[config.mk]
export PLATFORM = sky130hd
export DESIGN_NAME = code_loader_flat
export DESIGN_NICKNAME = d
export VERILOG_FILES = /design/src/rtl/code_loader_if.sv /design/src/rtl/code_loader.sv /design/src/flat_wrapper.sv
export SDC_FILE = /design/constraint.sdc
export NUM_CORES = 1
export LEC_CHECK = 0
export CORE_ASPECT_RATIO = 1.1
export CORE_MARGIN = 5
export CORE_UTILIZATION = 30
export DETAILED_ROUTE_END_ITERATION = 16
export GPL_ROUTABILITY_DRIVEN = 0
export PLACE_DENSITY = 0.6
export SYNTH_ARGS = -nofsm -noshare
export SYNTH_HDL_FRONTEND = slang
export SYNTH_SLANG_ARGS = --single-unit
[constraint.sdc]
create_clock -name clk -period 7.3 [get_ports clk]
set_clock_uncertainty 0.2 [all_clocks]
set_input_delay 0.73 -clock clk [delete_from_list [all_inputs] [get_ports clk]]
set_output_delay 0.73 -clock clk [all_outputs]
set_load 0.005 [all_outputs]
[src/rtl/code_loader_if.sv]
// Byte-stream and code-memory write bus between a host link, the code loader and code memory.
// The slave side is the loader itself; the master side is the host/memory environment.
interface code_loader_if #(
    parameter int BIT_WIDTH     = 32,
    parameter int INST_COUNT_L2 = 8
);
    logic                     start;
    logic [INST_COUNT_L2:0]   word_count;
    logic                     byte_valid;
    logic [7:0]               byte_data;
    logic                     byte_ready;
    logic                     wr_en;
    logic [INST_COUNT_L2-1:0] wr_addr;
    logic [BIT_WIDTH-1:0]     wr_data;
    logic                     busy;
    logic                     done;
    logic                     cpu_nreset;

    modport master (
        output start, word_count, byte_valid, byte_data,
        input  byte_ready, wr_en, wr_addr, wr_data, busy, done, cpu_nreset
    );

    modport slave (
        input  start, word_count, byte_valid, byte_data,
        output byte_ready, wr_en, wr_addr, wr_data, busy, done, cpu_nreset
    );
endinterface

[src/rtl/code_loader.sv]
// Assembles little-endian 32-bit words from a byte stream, writes them to code memory
// from address 0 upward, and holds the CPU in reset until the requested word count is loaded.
module code_loader #(
    parameter int BIT_WIDTH     = 32,
    parameter int INST_COUNT    = 256,
    parameter int INST_COUNT_L2 = 8
) (
    input  logic         clk,
    input  logic         nreset,
    code_loader_if.slave bus
);
    typedef enum logic [1:0] {
        ST_IDLE  = 2'd0,
        ST_RECV  = 2'd1,
        ST_WRITE = 2'd2,
        ST_DONE  = 2'd3
    } state_e;

    localparam logic [INST_COUNT_L2:0] MAX_COUNT = (INST_COUNT_L2 + 1)'(INST_COUNT);
    localparam logic [INST_COUNT_L2:0] ONE_COUNT = (INST_COUNT_L2 + 1)'(1);

    state_e                   state_q, state_d;
    logic [1:0]               byte_idx_q, byte_idx_d;
    logic [INST_COUNT_L2-1:0] addr_q, addr_d;
    logic [INST_COUNT_L2:0]   count_q, count_d;
    logic [BIT_WIDTH-1:0]     word_q, word_d;
    logic                     wr_en_q, wr_en_d;
    logic [INST_COUNT_L2-1:0] wr_addr_q, wr_addr_d;
    logic [BIT_WIDTH-1:0]     wr_data_q, wr_data_d;
    logic                     busy_q, busy_d;
    logic                     done_q, done_d;
    logic [INST_COUNT_L2:0]   clamp_count_s;
    logic                     accept_s;

    // Requests beyond the memory size are clamped so addr can never leave the array.
    assign clamp_count_s  = (bus.word_count > MAX_COUNT) ? MAX_COUNT : bus.word_count;
    assign accept_s       = bus.byte_valid && (state_q == ST_RECV);

    assign bus.byte_ready = (state_q == ST_RECV);
    assign bus.wr_en      = wr_en_q;
    assign bus.wr_addr    = wr_addr_q;
    assign bus.wr_data    = wr_data_q;
    assign bus.busy       = busy_q;
    assign bus.done       = done_q;
    assign bus.cpu_nreset = done_q;

    // Next-state and registered-output decode for the load sequencer.
    always_comb begin
        state_d    = state_q;
        byte_idx_d = byte_idx_q;
        addr_d     = addr_q;
        count_d    = count_q;
        word_d     = word_q;
        wr_en_d    = 1'b0;
        wr_addr_d  = wr_addr_q;
        wr_data_d  = wr_data_q;

        case (state_q)
            ST_IDLE, ST_DONE: begin
                if (bus.start) begin
                    count_d    = clamp_count_s;
                    addr_d     = '0;
                    byte_idx_d = 2'd0;
                    state_d    = (clamp_count_s != '0) ? ST_RECV : ST_DONE;
                end else begin
                    state_d = state_q;
                end
            end
            ST_RECV: begin
                if (accept_s) begin
                    word_d[{byte_idx_q, 3'b000} +: 8] = bus.byte_data;
                    byte_idx_d = byte_idx_q + 2'd1;
                    // The write strobe is registered on the last byte so it lines up with WRITE.
                    if (byte_idx_q == 2'd3) begin
                        state_d   = ST_WRITE;
                        wr_en_d   = 1'b1;
                        wr_addr_d = addr_q;
                        wr_data_d = word_d;
                    end else begin
                        state_d = ST_RECV;
                    end
                end else begin
                    state_d = ST_RECV;
                end
            end
            ST_WRITE: begin
                if ({1'b0, addr_q} == (count_q - ONE_COUNT)) begin
                    state_d = ST_DONE;
                end else begin
                    addr_d  = addr_q + {{(INST_COUNT_L2-1){1'b0}}, 1'b1};
                    state_d = ST_RECV;
                end
            end
            default: begin
                state_d = ST_IDLE;
            end
        endcase

        busy_d = (state_d == ST_RECV) || (state_d == ST_WRITE);
        done_d = (state_d == ST_DONE);
    end

    // State and output registers with synchronous active-low reset.
    always_ff @(posedge clk) begin
        if (!nreset) begin
            state_q    <= ST_IDLE;
            byte_idx_q <= 2'd0;
            addr_q     <= '0;
            count_q    <= '0;
            word_q     <= '0;
            wr_en_q    <= 1'b0;
            wr_addr_q  <= '0;
            wr_data_q  <= '0;
            busy_q     <= 1'b0;
            done_q     <= 1'b0;
        end else begin
            state_q    <= state_d;
            byte_idx_q <= byte_idx_d;
            addr_q     <= addr_d;
            count_q    <= count_d;
            word_q     <= word_d;
            wr_en_q    <= wr_en_d;
            wr_addr_q  <= wr_addr_d;
            wr_data_q  <= wr_data_d;
            busy_q     <= busy_d;
            done_q     <= done_d;
        end
    end
endmodule

[src/flat_wrapper.sv]
// flat-port wrapper written by rule: the top's interface ports become plain ports
module code_loader_flat 
#(
    parameter int BIT_WIDTH     = 32,
    parameter int INST_COUNT    = 256,
    parameter int INST_COUNT_L2 = 8
)
  (clk, nreset, bus_start, bus_word_count, bus_byte_valid, bus_byte_data, bus_byte_ready, bus_wr_en, bus_wr_addr, bus_wr_data, bus_busy, bus_done, bus_cpu_nreset);
  code_loader_if #(.BIT_WIDTH(BIT_WIDTH), .INST_COUNT_L2(INST_COUNT_L2)) bus_i ();
  input  logic clk;
  input  logic nreset;
  input wire logic [$bits(bus_i.start)-1:0] bus_start;
  input wire logic [$bits(bus_i.word_count)-1:0] bus_word_count;
  input wire logic [$bits(bus_i.byte_valid)-1:0] bus_byte_valid;
  input wire logic [$bits(bus_i.byte_data)-1:0] bus_byte_data;
  output wire logic [$bits(bus_i.byte_ready)-1:0] bus_byte_ready;
  output wire logic [$bits(bus_i.wr_en)-1:0] bus_wr_en;
  output wire logic [$bits(bus_i.wr_addr)-1:0] bus_wr_addr;
  output wire logic [$bits(bus_i.wr_data)-1:0] bus_wr_data;
  output wire logic [$bits(bus_i.busy)-1:0] bus_busy;
  output wire logic [$bits(bus_i.done)-1:0] bus_done;
  output wire logic [$bits(bus_i.cpu_nreset)-1:0] bus_cpu_nreset;
  assign bus_i.start = bus_start;
  assign bus_i.word_count = bus_word_count;
  assign bus_i.byte_valid = bus_byte_valid;
  assign bus_i.byte_data = bus_byte_data;
  assign bus_byte_ready = bus_i.byte_ready;
  assign bus_wr_en = bus_i.wr_en;
  assign bus_wr_addr = bus_i.wr_addr;
  assign bus_wr_data = bus_i.wr_data;
  assign bus_busy = bus_i.busy;
  assign bus_done = bus_i.done;
  assign bus_cpu_nreset = bus_i.cpu_nreset;
  code_loader #(.BIT_WIDTH(BIT_WIDTH), .INST_COUNT(INST_COUNT), .INST_COUNT_L2(INST_COUNT_L2)) u_core (.clk(clk), .nreset(nreset), .bus(bus_i));
endmodule
==> summary.md <==
| Metric | Value |
|---|---|
| Outcome | `finished, final reports clean` |
| Cells after Synth | `roughly 490` |
| # nets final | `568` |
| Area Growth Syn to Fin | `23.9%` |
| Root Buffer | `clkbuf_16` |
| Final worst-path cycle share | `0.555` |
| Pre-Repair DR Iteration Count | `4` |
| # IOs | `66` |
| Final hold viol count | `0` |
| WL met2 | `between 5000 and 6000 µm` |
| FP Rows | `46` |
| Power Density | `approximately 270 nW/µm²` |
| CP Class | `primary input to flip-flop` |
| Flop-to-flop setup slack | `around 3.5 ns` |
| Initial antenna violation count | `0` |
| Setup TNS | `0 ns` |
| Unique masters post-synth | `56` |
| Total Wirelength | `roughly 12000 µm` |
| Worst-Skew Late Latency | `0.34 ns` |
| Mux contribution to synthesized area | `0.00224` |
| Vias in the first global route | `roughly 3800` |
| DRC | `0` |
| CTS tree | `yes` |
| Yosys Warn Count | `0` |
| Post-CTS Setup Bufs | `0` |
| CTS HTree Levels | `3` |
| Mapped Nets | `~530` |
| DRT iter0 DRCs | `between 200 and 250` |
| Worst-Margin Slew | `1.09 ns` |
| CP max FO | `34` |
| Crit path buffers/inverters | `1` |
| # hold bufs at CTS | `0` |
| Total gr overflow | `0` |
| Seq. cell area | `between 1500 and 2000 µm²` |
| HP Class | `flip-flop to flip-flop` |
| CTS Buffer Depth | `2` |
| Pins over their slew limit | `0` |
| Slowest-stage cell, CP | `nand2_1` |
| Worst ir drop on vdd | `155 µV` |
| XOR/XNOR Fraction of Synth Area | `0.0196` |
| FILL cells | `~1500` |
| Core area | `14500 µm²` |
| DP HPWL | `8020 µm` |
| Post-synthesis adder-cell area fraction | `0.0309` |
| Syn_area_per_cell | `~9.0 µm²` |
| Finished Cell Area | `around 5500 µm²` |
| Area of the multi-input gates | `between 2000 and 2500 µm²` |
| Layout cell share with drive strength beyond 1 | `0.0536` |
| Area fraction in compound gates after synthesis | `0.231` |
| #FFs+latches synth | `96` |
| Die H | `138 µm` |
| Hold_ws | `0.272 ns` |
| CTS resizes | `0` |
| Final critical-path required period | `approximately 4.1 ns` |
| Crit-path most repeated cell | `and2_1` |
| Cell Area, Synth | `between 4000 and 5000 µm²` |
| CTS Buf Count | `9` |
| Crit end category | `flip-flop` |
| Sequential cell area fraction in the yosys report | `0.431` |
| Highest routed layer | `met4` |
| Die W | `126 µm` |
| Final antenna-violating net count | `0` |
| M1 WL | `between 5000 and 6000 µm` |
| Endpoints failing setup | `0` |
| Max Fclk | `~250 MHz` |
| Initial Util | `0.308` |
| Max_cap viols | `0` |
| Clk pin slew, worst setup/hold paths | `around 0.070 ns` |
| # diodes | `0` |
| Die area | `between 15000 and 20000 µm²` |
| RSZ-0062 raised after global routing | `no` |
| Finished Layout Cells | `between 700 and 800` |
| Global-route wire length before repair | `approximately 19000 µm` |
| EDFF count, synth | `0` |
| DR WL/cell | `roughly 16 µm` |
| Simple-gate share of the synthesized area | `0.247` |
| CTS Sinks | `96` |
| Arrival @ worst endpoint | `4.09 ns` |
| Avg Vias per Cell | `5.12` |
| Vias | `around 3800` |
| Largest net degree at the start of global routing | `~100` |
| Power Total | `between 1 and 1.5 mW` |
| GRT Total Usage | `0.134` |
| Dpl cell area | `5220 µm²` |
| Placed insts | `717` |
| Synth Flop Type | `dfxtp_1` |
| Worst Setup Start Kind | `primary input` |
| Met3 Wirelength | `~460 µm` |
| FFs w/ async S/R, synth | `0` |
| Delay-heaviest family, CP | `simple AND/OR/NAND/NOR gates` |
| Leak | `2.13 nW` |
| Crit path largest cell delay | `around 0.93 ns` |
| Port-buffer cells | `65` |
| Slew HR | `0.270` |
| Sequence of cells on the critical path | `clkdlybuf4s50_1, and2_1, nand2_1, a211oi_1, nor2_1, ha_1, and2_1` |
| Largest family of logic cells by synthesized area | `simple AND/OR/NAND/NOR gates` |
| CP required | `~7.3 ns` |
cells in the mapped netlist, drive strengths merged, types with 9 or more instances:
cell type	count	area, µm²
dfxtp	96	1920
ha	11	138
a22oi	30	225
nor2	26	100
nor3b	29	218
nand3	9	50.1
and2	12	75.1
nor2b	36	225
a221oi	20	175
a21boi	9	67.6
clkbuf	27	101
nand2	62	233
o211a	24	240
inv	9	33.8
a21oi	10	50.1
o21ai	9	45.0
where the power goes:
part / switching [mW] / internal, mW
Sequential: 0.0333 / 0.565
Clock: 0.212 / 0.271
Combinational: 0.224 / 0.163
path summary, 6_finish.rpt:
kind	startpoint	endpoint	cells after the start
setup / recovery	bus_byte_valid	u_core.bus.busy	7
hold / removal	u_core.bus.wr_addr[4]	u_core.bus.wr_addr[4]	2
setup reg to reg	u_core.state_q[1]	u_core.bus.busy	8
hold reg to reg	u_core.bus.wr_addr[4]	u_core.bus.wr_addr[4]	2
layer usage:
metal | up-vias | track usage
li1 | 1868 | -
met1 | 1799 | 0.159
met2 | 72 | 0.237
met3 | 15 | 0.0347
met4 | 0 | 0.0453
met5 | - | 0
layout make-up:
type,instances,share of cell area
multi-input cells,352,0.428
inverters,11,0.00747
flip-flops and latches,96,0.348
repair buffers,66,0.118
well taps,192,0.0435
clock inverters,6,0.0134
clock buffers,10,0.0414
through the flow:
| stage | worst slack [ns] | util |
|---|---|---|
| global route | 2.97 | 0.381 |
| floorplan | 4.65 | - |
| detailed placement | 2.90 | 0.360 |
| global placement | 3.03 | 0.360 |
| CTS | 3.27 | 0.381 |
| finish | 3.25 | 0.381 |
cells by family after synthesis:
kind of cell,count (synthesis)
xor gates and xnor gates,10
DFF,96
muxes,1
buffers and inverters,45
and+or+nand+nor,202
AOI/OAI and AO/OA,128
adders and majority gates,11
worst min-delay path: cells and delay by family (launching register included):
| family | cells | cell delay, ns |
|---|---|---|
| AND/OR/NAND/NOR | 1 | 0.05 |
| flip-flops | 1 | 0.31 |
| AO/OA/AOI/OAI | 1 | 0.06 |
cells in the final DEF (no fill, tap or decap), types with 2 or more instances in the layout:
| cell | n |
|---|---|
| ha_1 | 11 |
| o21ai_0 | 7 |
| nand2_1 | 62 |
| o211a_1 | 24 |
| xor2_1 | 4 |
| clkinv_1 | 2 |
| clkbuf_16 | 9 |
| inv_1 | 8 |
| clkinv_4 | 2 |
| o22ai_1 | 2 |
| nand2b_1 | 4 |
| nand3_1 | 8 |
| a32oi_1 | 2 |
| a221oi_1 | 20 |
| and2_1 | 12 |
| inv_6 | 3 |
| clkdlybuf4s50_1 | 64 |
| nor2b_1 | 36 |
| a22oi_1 | 30 |
| dfxtp_1 | 96 |
| o211ai_1 | 2 |
| and3_1 | 3 |
| xnor2_1 | 6 |
| nor3_1 | 6 |
| o32ai_1 | 2 |
| a21oi_1 | 10 |
| or3_1 | 4 |
| nor3b_1 | 29 |
| a21boi_0 | 9 |
| a31oi_1 | 3 |
| o21ai_1 | 2 |
| nor2_1 | 25 |
| nand4_1 | 3 |
| a211oi_1 | 4 |
sequential cells by signal, summed over array words and instances (netlist names):
name,flops
u_core.bus.wr_data,32
u_core.word_q,32
u_core.count_q,9
u_core.addr_q,8
u_core.bus.wr_addr,8
u_core.byte_idx_q,2
u_core.state_q,2
u_core.bus.busy,1
u_core.bus.cpu_nreset,1
u_core.bus.wr_en,1
Note: power is estimated with default switching activity, not from simulation.
==> RTL edit (same flow settings) <==
`BIT_WIDTH` is set to 32 in 3 places; all go to 64.
--- a/src/rtl/code_loader_if.sv
+++ b/src/rtl/code_loader_if.sv
@@ -3,3 +3,3 @@
 interface code_loader_if #(
-    parameter int BIT_WIDTH     = 32,
+    parameter int BIT_WIDTH     = 64,
     parameter int INST_COUNT_L2 = 8
--- a/src/rtl/code_loader.sv
+++ b/src/rtl/code_loader.sv
@@ -3,3 +3,3 @@
 module code_loader #(
-    parameter int BIT_WIDTH     = 32,
+    parameter int BIT_WIDTH     = 64,
     parameter int INST_COUNT    = 256,
--- a/src/flat_wrapper.sv
+++ b/src/flat_wrapper.sv
@@ -3,3 +3,3 @@
 #(
-    parameter int BIT_WIDTH     = 32,
+    parameter int BIT_WIDTH     = 64,
     parameter int INST_COUNT    = 256,
Ports: changed (resized bus_wr_data); port bits go from 66 to 98. No check against the original RTL was run, so the function may have changed too.
==> RTL edit against the unedited design <==
- fmax grew 3.9%
- power increased by 69%
- sequential cell count rose by 64
- wire length up 44%
- first-iteration DRC count rose by 36%
- via count grew 42%
- setup slack improved by 150 ps
- worst hold slack got worse by 15 ps
- non-clock buffer count up 35
- cell area increased by 56%
- area after synthesis increased by 53%
- synthesized cell count increased by 52%
==> RTL edit: results (changes against the unedited design) <==
| Metric | Value |
|---|---|
| Outcome | finished, final reports clean |
| Post-CTS sizing | 0 (unchanged) |
| Pre-Repair DR Iteration Count | 4 (unchanged) |
| Peak supply drop | 0.191 mV (+23%) |
| Post-synthesis sequential area ratio | 0.470 (+0.0388) |
| Share of cells above drive strength 1 | 0.0522 (-0.00142) |
| Data arrival, critical path | 4010 ps (-80 ps) |
| Antenna diodes | 0 (unchanged) |
| # Post-CTS Setup Buffers | 0 (unchanged) |
| # H-tree levels | 4 (+1) |
| Max-slew headroom at the worst pin | 0.206 (-0.0642) |
| Clk slew on worst S/H paths | 70 ps (about the same) |
| Pin count of the biggest net entering global routing | 84 (-15%) |
| Ys Warns | 0 (unchanged) |
| Post-DP HPWL | 10800 um (+34%) |
| Post-synth ARST share | 0 (unchanged) |
| Mapped Nets | 782 (+49%) |
| Library cells used by synthesis | 49 (-13%) |
| Final setup viols | 0 (unchanged) |
| Vias in the first global route | 5365 (+43%) |
| Critical path fanouts, max | 83 (+140%) |
| Reg2reg setup slack | 3570 ps (+110 ps) |
| PortBufs | 97 (+49%) |
| Worst path top cell family by delay | simple AND/OR/NAND/NOR gates |
| Cts hold-fix bufs | 0 (unchanged) |
| Initial antenna violation count | 0 (unchanged) |
| Slowest stage cell, crit path | nand2_1 |
| Worst r2r src | u_core.state_q[0] |
| Worst Hold Class | flop to flop |
| Root Buffer | clkbuf_16 |
| CP max stage delay | 910 ps (-20 ps) |
| Largest cells by area after synthesis | dfxtp_1 (47%), o211a_1 (12%), nand2_1 (7.9%), nor2b_1 (3.9%), a21oi_1 (3.7%) |
| Worst Hold Launch | u_core.word_q[40] |
| P_leak | 3.93 nW (+85%) |
| Capturing point of the worst reg2reg path | u_core.bus.busy |
| Total CTS buffers | 17 (+8) |
| Max clock buf depth | 2 (unchanged) |
| Detailed Route Iter0 Violations | 278 (+36%) |
| Nets | 845 (+49%) |
| Vias per inst | 4.75 (-7.2%) |
| Fill cell count | 2262 (+53%) |
| Hold EP | u_core.word_q[40] |
| Cells on Worst Hold Path | 1 (-1) |
| Worst reg2reg path depth | 8 (unchanged) |
| Dominant synthesized flop cell | dfxtp_1 |
| Synth cell count leaders | dfxtp_1 (160), nand2_1 (143), o211a_1 (80) |
| Worst skew pair latency | 420 ps (+80 ps) |
| GRT Resource Usage Total | 0.130 (-0.00426) |
| Global-route wire length before repair | 27600 um (+46%) |
| DRT Wirelength | 16600 um (+44%) |
-- RTL edit: cell types whose count changed after synthesis, moves of 7 or more --
| cell | delta |
|---|---|
| a21boi_0 | +24 |
| a221oi_1 | -20 |
| nand3_1 | +16 |
| a21oi_1 | +40 |
| nor2_1 | -12 |
| and2_1 | +20 |
| clkbuf_1 | +27 |
| nand2_1 | +81 |
| nor3b_1 | -14 |
| nor2b_1 | +7 |
| dfxtp_1 | +64 |
| a22oi_1 | -27 |
| o211a_1 | +56 |
| nand3b_1 | +7 |
-- RTL edit: cells by family (layout without fill, tap and decap cells) --
group,count (synthesis),count (layout),share of synthesized area
simple gates,297,297,0.221
buf+inv,67,143,0.0378
xor+xnor,9,9,0.0116
flops,160,160,0.470
fa+ha+maj,13,13,0.0238
mux,2,2,0.00349
compound gates,200,200,0.233
-- RTL edit: layer usage --
metal	vias to the layer above	global-route usage	wire, um
met5	-	0	0
met1	2473	0.162	7850
met2	90	0.219	7820
met4	0	0.0373	182
met3	11	0.0370	740
li1	2742	-	-
-- RTL edit: per-stage QoR --
stage / cells / worst slack [ps] / hold slack [ps] / power [mW] / area, um^2
4_1_cts: 1119 / 3400 / 261 / 2.51 / 8630
3_5_place_dp: 1087 / 2950 / 244 / 1.53 / 7970
2_1_floorplan: 748 / 4530 / 229 / 1.40 / 6820
5_1_grt: 1119 / 3110 / 270 / 2.62 / 8630
6_report: 1119 / 3400 / 257 / 2.48 / 8630
3_3_place_gp: 1087 / 2990 / 242 / 1.52 / 7970
-- RTL edit: worst max path at each step --
stage,endpoint,slack (ps),cells past startpoint,from
after CTS,u_core.bus.busy,3400,8,bus_byte_valid
final,u_core.bus.busy,3400,8,bus_byte_valid
after global routing,u_core.bus.busy,3110,8,bus_byte_valid
after floorplan,u_core.bus.busy,4530,10,u_core.count_q[0]
after detailed placement,u_core.bus.busy,2950,8,bus_byte_valid
after global placement,u_core.bus.busy,2990,8,bus_byte_valid
-- RTL edit: final cells by class --
cell class                 instances  area (um^2)  share of cell area
timing repair buffer             101          998               0.116
multi-input combinational        521         3370               0.390
clock buffer                      17          425              0.0493
sequential                       160         3200               0.371
clock inverter                    15          226              0.0263
inverter                          10         37.5             0.00435
tap                              295          369              0.0428
-- RTL edit: where the power goes --
part | leakage [nW] | switching, mW | internal, mW
registers | 1.29 | 0.0467 | 0.945
clock network | 0.317 | 0.388 | 0.585
logic | 2.32 | 0.299 | 0.217
total | 3.93 | 0.734 | 1.75
